==> config.mk <==
export PLATFORM = sky130hd
export DESIGN_NAME = sme_job_sequencer_flat
export DESIGN_NICKNAME = d
export VERILOG_FILES = /design/src/rtl/sme_job_sequencer_if.sv /design/src/rtl/sme_job_sequencer.sv /design/src/flat_wrapper.sv
export SDC_FILE = /design/constraint.sdc
export NUM_CORES = 1
export LEC_CHECK = 0
export CAP_MARGIN = 20
export CELL_PAD_IN_SITES_DETAIL_PLACEMENT = 1
export CELL_PAD_IN_SITES_GLOBAL_PLACEMENT = 1
export CORE_ASPECT_RATIO = 1.25
export CORE_MARGIN = 1.5
export CORE_UTILIZATION = 50
export CTS_CLUSTER_DIAMETER = 40
export DETAILED_ROUTE_END_ITERATION = 8
export PLACE_DENSITY_LB_ADDON = 0.1
export SLEW_MARGIN = 20
export SYNTH_ARGS = -nofsm -noshare
export SYNTH_HDL_FRONTEND = slang
export SYNTH_SLANG_ARGS = --single-unit
export TNS_END_PERCENT = 5
==> constraint.sdc <==
create_clock -name clk -period 9.16 [get_ports clk]
set_input_delay 1.832 -clock clk [delete_from_list [all_inputs] [get_ports clk]]
set_output_delay 1.832 -clock clk [all_outputs]
set_load 0.1 [all_outputs]
==> src/rtl/sme_job_sequencer_if.sv <==
`default_nettype none
// ============================================================================
//  Module      : sme_job_sequencer_if
//  Description : Host, engine and result signal bundle for the SME job
//                sequencer. The sequencer is the slave; the host/engine side
//                (or a testbench) is the master.
//  Revision    : 1.0 - initial release
// ============================================================================
interface sme_job_sequencer_if;
    // host load / control
    logic [7:0] host_char;
    logic       host_str_wr;
    logic       host_pat_wr;
    logic       host_pat_end;
    logic       host_start;
    logic       busy;
    // engine drive
    logic [7:0] eng_chardata;
    logic       eng_isstring;
    logic       eng_ispattern;
    // engine result
    logic       eng_valid;
    logic       eng_match;
    logic [4:0] eng_index;
    // host result
    logic       res_valid;
    logic       res_match;
    logic [4:0] res_index;
    logic [1:0] res_id;
    logic       res_timeout;
    logic       done;

    modport slave (
        input  host_char, host_str_wr, host_pat_wr, host_pat_end, host_start,
        input  eng_valid, eng_match, eng_index,
        output busy, eng_chardata, eng_isstring, eng_ispattern,
        output res_valid, res_match, res_index, res_id, res_timeout, done
    );

    modport master (
        output host_char, host_str_wr, host_pat_wr, host_pat_end, host_start,
        output eng_valid, eng_match, eng_index,
        input  busy, eng_chardata, eng_isstring, eng_ispattern,
        input  res_valid, res_match, res_index, res_id, res_timeout, done
    );
endinterface
`default_nettype wire

==> src/rtl/sme_job_sequencer.sv <==
`default_nettype none
// ============================================================================
//  Module      : sme_job_sequencer
//  Description : Buffers one target string and a small queue of patterns,
//                replays string+pattern into the string-matching engine once
//                per pattern, and reports each result (or a watchdog timeout)
//                tagged with the pattern slot id.
//  Revision    : 1.0 - initial release
// ============================================================================
module sme_job_sequencer #(
    parameter int STR_MAX = 32,
    parameter int PAT_MAX = 8,
    parameter int NPAT    = 4,
    parameter int TIMEOUT = 255
) (
    input  logic               clk,
    input  logic               reset,
    sme_job_sequencer_if.slave bus
);

    localparam int STR_LW = $clog2(STR_MAX + 1);   // string length width
    localparam int STR_AW = $clog2(STR_MAX);       // string address width
    localparam int PAT_LW = $clog2(PAT_MAX + 1);   // pattern length width
    localparam int PAT_AW = $clog2(PAT_MAX);       // pattern address width
    localparam int ID_W   = $clog2(NPAT);          // slot id width
    localparam int CNT_W  = $clog2(NPAT + 1);      // slot count width

    localparam logic [STR_LW-1:0] C_STR_MAX = STR_LW'(STR_MAX);
    localparam logic [PAT_LW-1:0] C_PAT_MAX = PAT_LW'(PAT_MAX);
    localparam logic [CNT_W-1:0]  C_NPAT    = CNT_W'(NPAT);
    localparam logic [7:0]        C_TIMEOUT = 8'(TIMEOUT);

    localparam logic [2:0] S_IDLE     = 3'd0;
    localparam logic [2:0] S_SEND_STR = 3'd1;
    localparam logic [2:0] S_GAP1     = 3'd2;
    localparam logic [2:0] S_SEND_PAT = 3'd3;
    localparam logic [2:0] S_WAIT     = 3'd4;
    localparam logic [2:0] S_REPORT   = 3'd5;
    localparam logic [2:0] S_GAP2     = 3'd6;
    localparam logic [2:0] S_FIN      = 3'd7;

    // buffers (no reset: validity is tracked by the length registers)
    logic [7:0]        r_str_mem [STR_MAX];
    logic [7:0]        r_pat_mem [NPAT][PAT_MAX];
    logic [PAT_LW-1:0] r_pat_len [NPAT];

    logic [2:0]        r_state;
    logic [STR_LW-1:0] r_str_len;
    logic [CNT_W-1:0]  r_pat_cnt;
    logic [PAT_LW-1:0] r_cur_len;
    logic [STR_AW-1:0] r_idx;
    logic [ID_W-1:0]   r_k;
    logic [7:0]        r_wait_cnt;

    logic              r_busy;
    logic [7:0]        r_eng_chardata;
    logic              r_eng_isstring;
    logic              r_eng_ispattern;
    logic              r_res_valid;
    logic              r_res_match;
    logic [4:0]        r_res_index;
    logic [ID_W-1:0]   r_res_id;
    logic              r_res_timeout;
    logic              r_done;

    logic              w_load;
    logic              w_str_ok;
    logic              w_pat_room;
    logic              w_pat_ok;
    logic [PAT_LW-1:0] w_cur_eff;
    logic              w_end_ok;
    logic [STR_AW-1:0] w_idx_inc;
    logic              w_str_last;
    logic              w_pat_last;
    logic              w_job_last;

    // Load qualification: only in IDLE, and a start in the same cycle takes
    // precedence so the buffers never change under a starting sequence.
    always_comb begin
        w_load     = !reset && (r_state == S_IDLE) && !bus.host_start;
        w_str_ok   = w_load && bus.host_str_wr && (r_str_len < C_STR_MAX);
        w_pat_room = (r_pat_cnt < C_NPAT);
        w_pat_ok   = w_load && bus.host_pat_wr && !bus.host_str_wr && w_pat_room &&
                     (r_cur_len < C_PAT_MAX);
        w_cur_eff  = r_cur_len + PAT_LW'(w_pat_ok);
        w_end_ok   = w_load && bus.host_pat_end && w_pat_room && (w_cur_eff != '0);
        w_idx_inc  = r_idx + STR_AW'(1);
        w_str_last = (STR_LW'(r_idx) == r_str_len - STR_LW'(1));
        w_pat_last = (STR_LW'(r_idx) == STR_LW'(r_pat_len[r_k]) - STR_LW'(1));
        w_job_last = (CNT_W'(r_k) + CNT_W'(1) == r_pat_cnt);
    end

    // Buffer writes for string chars, pattern chars and closed pattern lengths.
    always_ff @(posedge clk) begin
        if (w_str_ok) begin
            r_str_mem[r_str_len[STR_AW-1:0]] <= bus.host_char;
        end
        if (w_pat_ok) begin
            r_pat_mem[r_pat_cnt[ID_W-1:0]][r_cur_len[PAT_AW-1:0]] <= bus.host_char;
        end
        if (w_end_ok) begin
            r_pat_len[r_pat_cnt[ID_W-1:0]] <= w_cur_eff;
        end
    end

    // Sequencer FSM with registered engine/result outputs and load counters.
    always_ff @(posedge clk) begin
        if (reset) begin
            r_state         <= S_IDLE;
            r_str_len       <= '0;
            r_pat_cnt       <= '0;
            r_cur_len       <= '0;
            r_idx           <= '0;
            r_k             <= '0;
            r_wait_cnt      <= '0;
            r_busy          <= 1'b0;
            r_eng_chardata  <= '0;
            r_eng_isstring  <= 1'b0;
            r_eng_ispattern <= 1'b0;
            r_res_valid     <= 1'b0;
            r_res_match     <= 1'b0;
            r_res_index     <= '0;
            r_res_id        <= '0;
            r_res_timeout   <= 1'b0;
            r_done          <= 1'b0;
        end else begin
            r_res_valid <= 1'b0;
            r_done      <= 1'b0;
            case (r_state)
                S_IDLE: begin
                    if (bus.host_start) begin
                        if (r_str_len == '0 || r_pat_cnt == '0) begin
                            // nothing to run: finish straight away
                            r_state   <= S_FIN;
                            r_done    <= 1'b1;
                            r_str_len <= '0;
                            r_pat_cnt <= '0;
                            r_cur_len <= '0;
                        end else begin
                            r_state        <= S_SEND_STR;
                            r_busy         <= 1'b1;
                            r_k            <= '0;
                            r_idx          <= '0;
                            r_eng_isstring <= 1'b1;
                            r_eng_chardata <= r_str_mem[STR_AW'(0)];
                        end
                    end else begin
                        if (w_str_ok) begin
                            r_str_len <= r_str_len + STR_LW'(1);
                        end
                        if (w_end_ok) begin
                            r_pat_cnt <= r_pat_cnt + CNT_W'(1);
                            r_cur_len <= '0;
                        end else if (w_pat_ok) begin
                            r_cur_len <= w_cur_eff;
                        end
                    end
                end
                S_SEND_STR: begin
                    if (w_str_last) begin
                        r_state        <= S_GAP1;
                        r_eng_isstring <= 1'b0;
                        r_eng_chardata <= '0;
                    end else begin
                        r_idx          <= w_idx_inc;
                        r_eng_chardata <= r_str_mem[w_idx_inc];
                    end
                end
                S_GAP1: begin
                    // the engine latches the string on this falling edge
                    r_state         <= S_SEND_PAT;
                    r_idx           <= '0;
                    r_eng_ispattern <= 1'b1;
                    r_eng_chardata  <= r_pat_mem[r_k][PAT_AW'(0)];
                end
                S_SEND_PAT: begin
                    if (w_pat_last) begin
                        r_state         <= S_WAIT;
                        r_eng_ispattern <= 1'b0;
                        r_eng_chardata  <= '0;
                        r_wait_cnt      <= '0;
                    end else begin
                        r_idx          <= w_idx_inc;
                        r_eng_chardata <= r_pat_mem[r_k][w_idx_inc[PAT_AW-1:0]];
                    end
                end
                S_WAIT: begin
                    // a real result beats the watchdog in the same cycle
                    if (bus.eng_valid) begin
                        r_state       <= S_REPORT;
                        r_res_valid   <= 1'b1;
                        r_res_match   <= bus.eng_match;
                        r_res_index   <= bus.eng_match ? bus.eng_index : 5'd0;
                        r_res_id      <= r_k;
                        r_res_timeout <= 1'b0;
                    end else if (r_wait_cnt == C_TIMEOUT) begin
                        r_state       <= S_REPORT;
                        r_res_valid   <= 1'b1;
                        r_res_match   <= 1'b0;
                        r_res_index   <= '0;
                        r_res_id      <= r_k;
                        r_res_timeout <= 1'b1;
                    end else begin
                        r_wait_cnt <= r_wait_cnt + 8'd1;
                    end
                end
                S_REPORT: begin
                    r_state       <= S_GAP2;
                    r_res_match   <= 1'b0;
                    r_res_index   <= '0;
                    r_res_id      <= '0;
                    r_res_timeout <= 1'b0;
                end
                S_GAP2: begin
                    if (w_job_last) begin
                        r_state   <= S_FIN;
                        r_done    <= 1'b1;
                        r_busy    <= 1'b0;
                        r_str_len <= '0;
                        r_pat_cnt <= '0;
                        r_cur_len <= '0;
                    end else begin
                        r_state        <= S_SEND_STR;
                        r_k            <= r_k + ID_W'(1);
                        r_idx          <= '0;
                        r_eng_isstring <= 1'b1;
                        r_eng_chardata <= r_str_mem[STR_AW'(0)];
                    end
                end
                S_FIN: begin
                    r_state <= S_IDLE;
                end
                default: begin
                    r_state <= S_IDLE;
                end
            endcase
        end
    end

    assign bus.busy          = r_busy;
    assign bus.eng_chardata  = r_eng_chardata;
    assign bus.eng_isstring  = r_eng_isstring;
    assign bus.eng_ispattern = r_eng_ispattern;
    assign bus.res_valid     = r_res_valid;
    assign bus.res_match     = r_res_match;
    assign bus.res_index     = r_res_index;
    assign bus.res_id        = r_res_id;
    assign bus.res_timeout   = r_res_timeout;
    assign bus.done          = r_done;

endmodule
`default_nettype wire

==> src/flat_wrapper.sv <==
// flat-port wrapper written by rule: the top's interface ports become plain ports
module sme_job_sequencer_flat 
#(
    parameter int STR_MAX = 32,
    parameter int PAT_MAX = 8,
    parameter int NPAT    = 4,
    parameter int TIMEOUT = 255
)
  (clk, reset, bus_host_char, bus_host_str_wr, bus_host_pat_wr, bus_host_pat_end, bus_host_start, bus_eng_valid, bus_eng_match, bus_eng_index, bus_busy, bus_eng_chardata, bus_eng_isstring, bus_eng_ispattern, bus_res_valid, bus_res_match, bus_res_index, bus_res_id, bus_res_timeout, bus_done);
  sme_job_sequencer_if bus_i ();
  input  logic clk;
  input  logic reset;
  input wire logic [$bits(bus_i.host_char)-1:0] bus_host_char;
  input wire logic [$bits(bus_i.host_str_wr)-1:0] bus_host_str_wr;
  input wire logic [$bits(bus_i.host_pat_wr)-1:0] bus_host_pat_wr;
  input wire logic [$bits(bus_i.host_pat_end)-1:0] bus_host_pat_end;
  input wire logic [$bits(bus_i.host_start)-1:0] bus_host_start;
  input wire logic [$bits(bus_i.eng_valid)-1:0] bus_eng_valid;
  input wire logic [$bits(bus_i.eng_match)-1:0] bus_eng_match;
  input wire logic [$bits(bus_i.eng_index)-1:0] bus_eng_index;
  output wire logic [$bits(bus_i.busy)-1:0] bus_busy;
  output wire logic [$bits(bus_i.eng_chardata)-1:0] bus_eng_chardata;
  output wire logic [$bits(bus_i.eng_isstring)-1:0] bus_eng_isstring;
  output wire logic [$bits(bus_i.eng_ispattern)-1:0] bus_eng_ispattern;
  output wire logic [$bits(bus_i.res_valid)-1:0] bus_res_valid;
  output wire logic [$bits(bus_i.res_match)-1:0] bus_res_match;
  output wire logic [$bits(bus_i.res_index)-1:0] bus_res_index;
  output wire logic [$bits(bus_i.res_id)-1:0] bus_res_id;
  output wire logic [$bits(bus_i.res_timeout)-1:0] bus_res_timeout;
  output wire logic [$bits(bus_i.done)-1:0] bus_done;
  assign bus_i.host_char = bus_host_char;
  assign bus_i.host_str_wr = bus_host_str_wr;
  assign bus_i.host_pat_wr = bus_host_pat_wr;
  assign bus_i.host_pat_end = bus_host_pat_end;
  assign bus_i.host_start = bus_host_start;
  assign bus_i.eng_valid = bus_eng_valid;
  assign bus_i.eng_match = bus_eng_match;
  assign bus_i.eng_index = bus_eng_index;
  assign bus_busy = bus_i.busy;
  assign bus_eng_chardata = bus_i.eng_chardata;
  assign bus_eng_isstring = bus_i.eng_isstring;
  assign bus_eng_ispattern = bus_i.eng_ispattern;
  assign bus_res_valid = bus_i.res_valid;
  assign bus_res_match = bus_i.res_match;
  assign bus_res_index = bus_i.res_index;
  assign bus_res_id = bus_i.res_id;
  assign bus_res_timeout = bus_i.res_timeout;
  assign bus_done = bus_i.done;
  sme_job_sequencer #(.STR_MAX(STR_MAX), .PAT_MAX(PAT_MAX), .NPAT(NPAT), .TIMEOUT(TIMEOUT)) u_core (.clk(clk), .reset(reset), .bus(bus_i));
endmodule
==> results.md <==
- Final Max Tran Viols: 0
- Fin crit period: 5.09 ns
- Flop and latch count out of synthesis: 583
- Setup TNS: 0 ns
- Max Fclk: 197 MHz
- H-tree lvl count: 3
- Synth Warn #: 0
- Io pins: 43
- Final Hold Vio Count: 0
- Die Area: 48800 µm²
- Final setup violation count: 0
- Placer Congestion: 0.830
- RSZ-0062 raised after global routing: no
- Die H: 247 µm
- Final antenna-violating net count: 0
- Crit-path max FO: 36
- Post-synth EDFFs: 528
- # DRC: 0
- CP most frequent cell: ha_1
- HP Class: reg -> reg
- Synth-to-Final Area Change: 14.0%
- Placed cell count: 2021
- Crit path DAT: 5.55 ns
- Max Cap Viol: 0
- Final period util: 55.6%
- Routed WL per cell: 26.9 µm
- Slowest-stage cell, CP: o41a_1
- Antenna violations before repair: 1
- Most frequent cells in the layout: edfxtp_1, mux4_2, nand2_1
- Clock Skew: 0.0160 ns
- Critical setup path kind: in -> reg
- Area of the core: 47000 µm²
- First-pass GRT wire length: 85.9 mm
- Final WL: 57.5 mm
- Startpoint Class: primary input
- Max_slew headroom: 31.4%
- Vias in the first global route: 13200
- Root Driver: clkbuf_16
- Fin nets: 1489
- Synth Area per Inst: 16.9 µm²
- Post-cts sizing count: 0
- Number of CTS-inserted buffers: 67
- CTS tree: built
- Starting Density: 50.5%
- Tot GR Track Use: 24.6%
- Outcome: finished clean
- Reg-to-reg critical path startpoint: u_core.r_idx[0]
- P_leak: 0.00850 µW
- CTS Sinks: 583
- 1st-iter DRT viols: 915
- Critical Path Sink Type: register
- Sequential-to-total area share from yosys stat: 71.5%
- Post-Synthesis Cells: 1400
- Yosys cell types: 63
- Die X: 198 µm
- Row count: 89
- Crit path launch: reset
- Hold path start: u_core.bus.res_match
- Max VDD drop: 0.203 mV
- Asr flop ratio synth: 0%
- Power Total: 6730 µW
- CTS Buffer Depth: 3
- Share of layout cells above drive strength 1: 19.5%
- Cell Area, Synth: 23700 µm²
- Via Count: 12600
- Worst skew pair latency: 0.60 ns
- Critical path required time: 9.62 ns
- Leading cell type in the layout, fill and taps excluded: edfxtp_1
- Worst Max-Slew Pin Slew: 1.02 ns
- Via-to-Cell Ratio: 5.89
- Max incr delay on CP: 0.54 ns
- GRT overflow: 0
- Largest net degree at the start of global routing: 69
- Clock slew at reported path FFs: 0.06 ns
- Top_reg_cell synth: edfxtp_1
- Syn_nets: 1435
- Final instance count without filler cells: 2142
- Pwr Density: 249 nW/µm²
- Setup Buffers After CTS: 0
- Critical Path, Cell by Cell: clkdlybuf4s50_1 -> buf_4 -> nor4_1 -> nand2_1 -> nor4b_2 -> ha_1 -> ha_1 -> xor2_1 -> o41a_1 -> o21a_1 -> or2_2 -> nand3_1 -> a21oi_1
- Post-DP HPWL: 36.2 mm
- First drt pass iteration count: 5
- Hold buffers post-CTS: 0
- IO Port Bufs: 42
==> per-stage QoR <==
| step | area (µm²) | hold slack (ns) | worst slack (ns) | utilization [%] |
|---|---|---|---|---|
| 4_1_cts | 27000 | 0.494 | 4.10 | 57.5 |
| 2_1_floorplan | 23700 | 0.457 | 4.61 | - |
| 5_1_grt | 27000 | 0.541 | 3.76 | 57.6 |
| 3_5_place_dp | 24800 | 0.478 | 3.49 | 52.8 |
| 6_report | 27000 | 0.492 | 4.07 | 57.6 |
| 3_3_place_gp | 24800 | 0.474 | 3.66 | 52.8 |
==> synthesized netlist by cell type (all sizes together), types with 8 or more instances <==
| library cell | number | share of area, % |
|---|---|---|
| mux2i | 17 | 0.72 |
| a22o | 8 | 0.30 |
| nor2 | 114 | 1.8 |
| nand2b | 12 | 0.32 |
| nand3 | 39 | 0.82 |
| nand2 | 116 | 1.8 |
| dfxtp | 55 | 4.6 |
| clkbuf | 46 | 0.73 |
| xor2 | 16 | 0.59 |
| a21oi | 33 | 0.70 |
| and2 | 33 | 0.87 |
| ha | 14 | 0.74 |
| xnor2 | 15 | 0.55 |
| edfxtp | 528 | 67 |
| a32oi | 14 | 0.52 |
| nand4 | 16 | 0.42 |
| nor3 | 19 | 0.42 |
| mux4 | 132 | 13 |
| inv | 28 | 0.44 |
| o21ai | 20 | 0.42 |
| nor4 | 10 | 0.32 |
| o211ai | 10 | 0.32 |
| buf | 35 | 0.71 |
==> final cells by class <==
cell class | count | area, µm²
Fill cell | 4203 | 19900
Antenna cell | 1 | 2.50
Sequential cell | 583 | 17000
Clock inverter | 35 | 358
Timing Repair Buffer | 66 | 558
Multi-Input combinational cell | 707 | 6380
Tap cell | 637 | 797
Clock buffer | 84 | 1880
Inverter | 29 | 109
==> kinds of logic (layout without fill, tap and decap cells) <==
group | after synthesis | count (layout) | synth area share (%)
adders and majority gates | 14 | 14 | 0.738
muxes | 149 | 149 | 13.2
buffers and inverters | 110 | 214 | 1.90
and+or+nand+nor | 389 | 389 | 7.78
xor gates and xnor gates | 31 | 31 | 1.14
AOI/OAI and AO/OA | 124 | 124 | 3.73
other | 0 | 1 | 0
DFF | 583 | 583 | 71.5
==> sequential cells by signal (all words and copies together), names as in the netlist, 2 cells and up, named ones only <==
name,flops
u_core.r_idx,5
u_core.r_str_mem,256
u_core.bus.res_id,2
u_core.r_pat_len,16
u_core.r_str_len,6
u_core.r_wait_cnt,8
u_core.bus.res_index,5
u_core.r_k,2
u_core.r_pat_cnt,3
u_core.r_cur_len,4
u_core.bus.eng_chardata,8
u_core.r_pat_mem,256
u_core.r_state,3
==> where the power goes <==
part           switching [µW]  internal, µW
registers                70.1          2940
logic                     684           374
clock network            1090          1570
total                    1850          4880
==> per-layer routing <==
metal	GRT usage, %	part of all wire [%]
met1	31.5	40
met4	9.63	3.3
met3	4.33	5.3
met5	0	0
met2	41.8	51
==> critical path: cells and delay by family <==
family / cells / cell delay (ns)
AO/OA/AOI/OAI: 3 / 0.93
buffers and inverters: 2 / 0.65
XOR/XNOR: 1 / 0.16
adder cells (fa/ha/maj): 2 / 0.52
AND/OR/NAND/NOR: 5 / 1.43
==> path summary, 6_finish.rpt <==
path / cells after the start / endpoint / slack (ns)
min reg2reg: 2 / u_core.bus.res_match / 0.49
max reg2reg: 8 / u_core.bus.eng_chardata[1] / 5.37
min: 2 / u_core.bus.res_match / 0.49
max: 13 / u_core.r_cur_len[1] / 4.07
(Power assumes the default switching activity.)
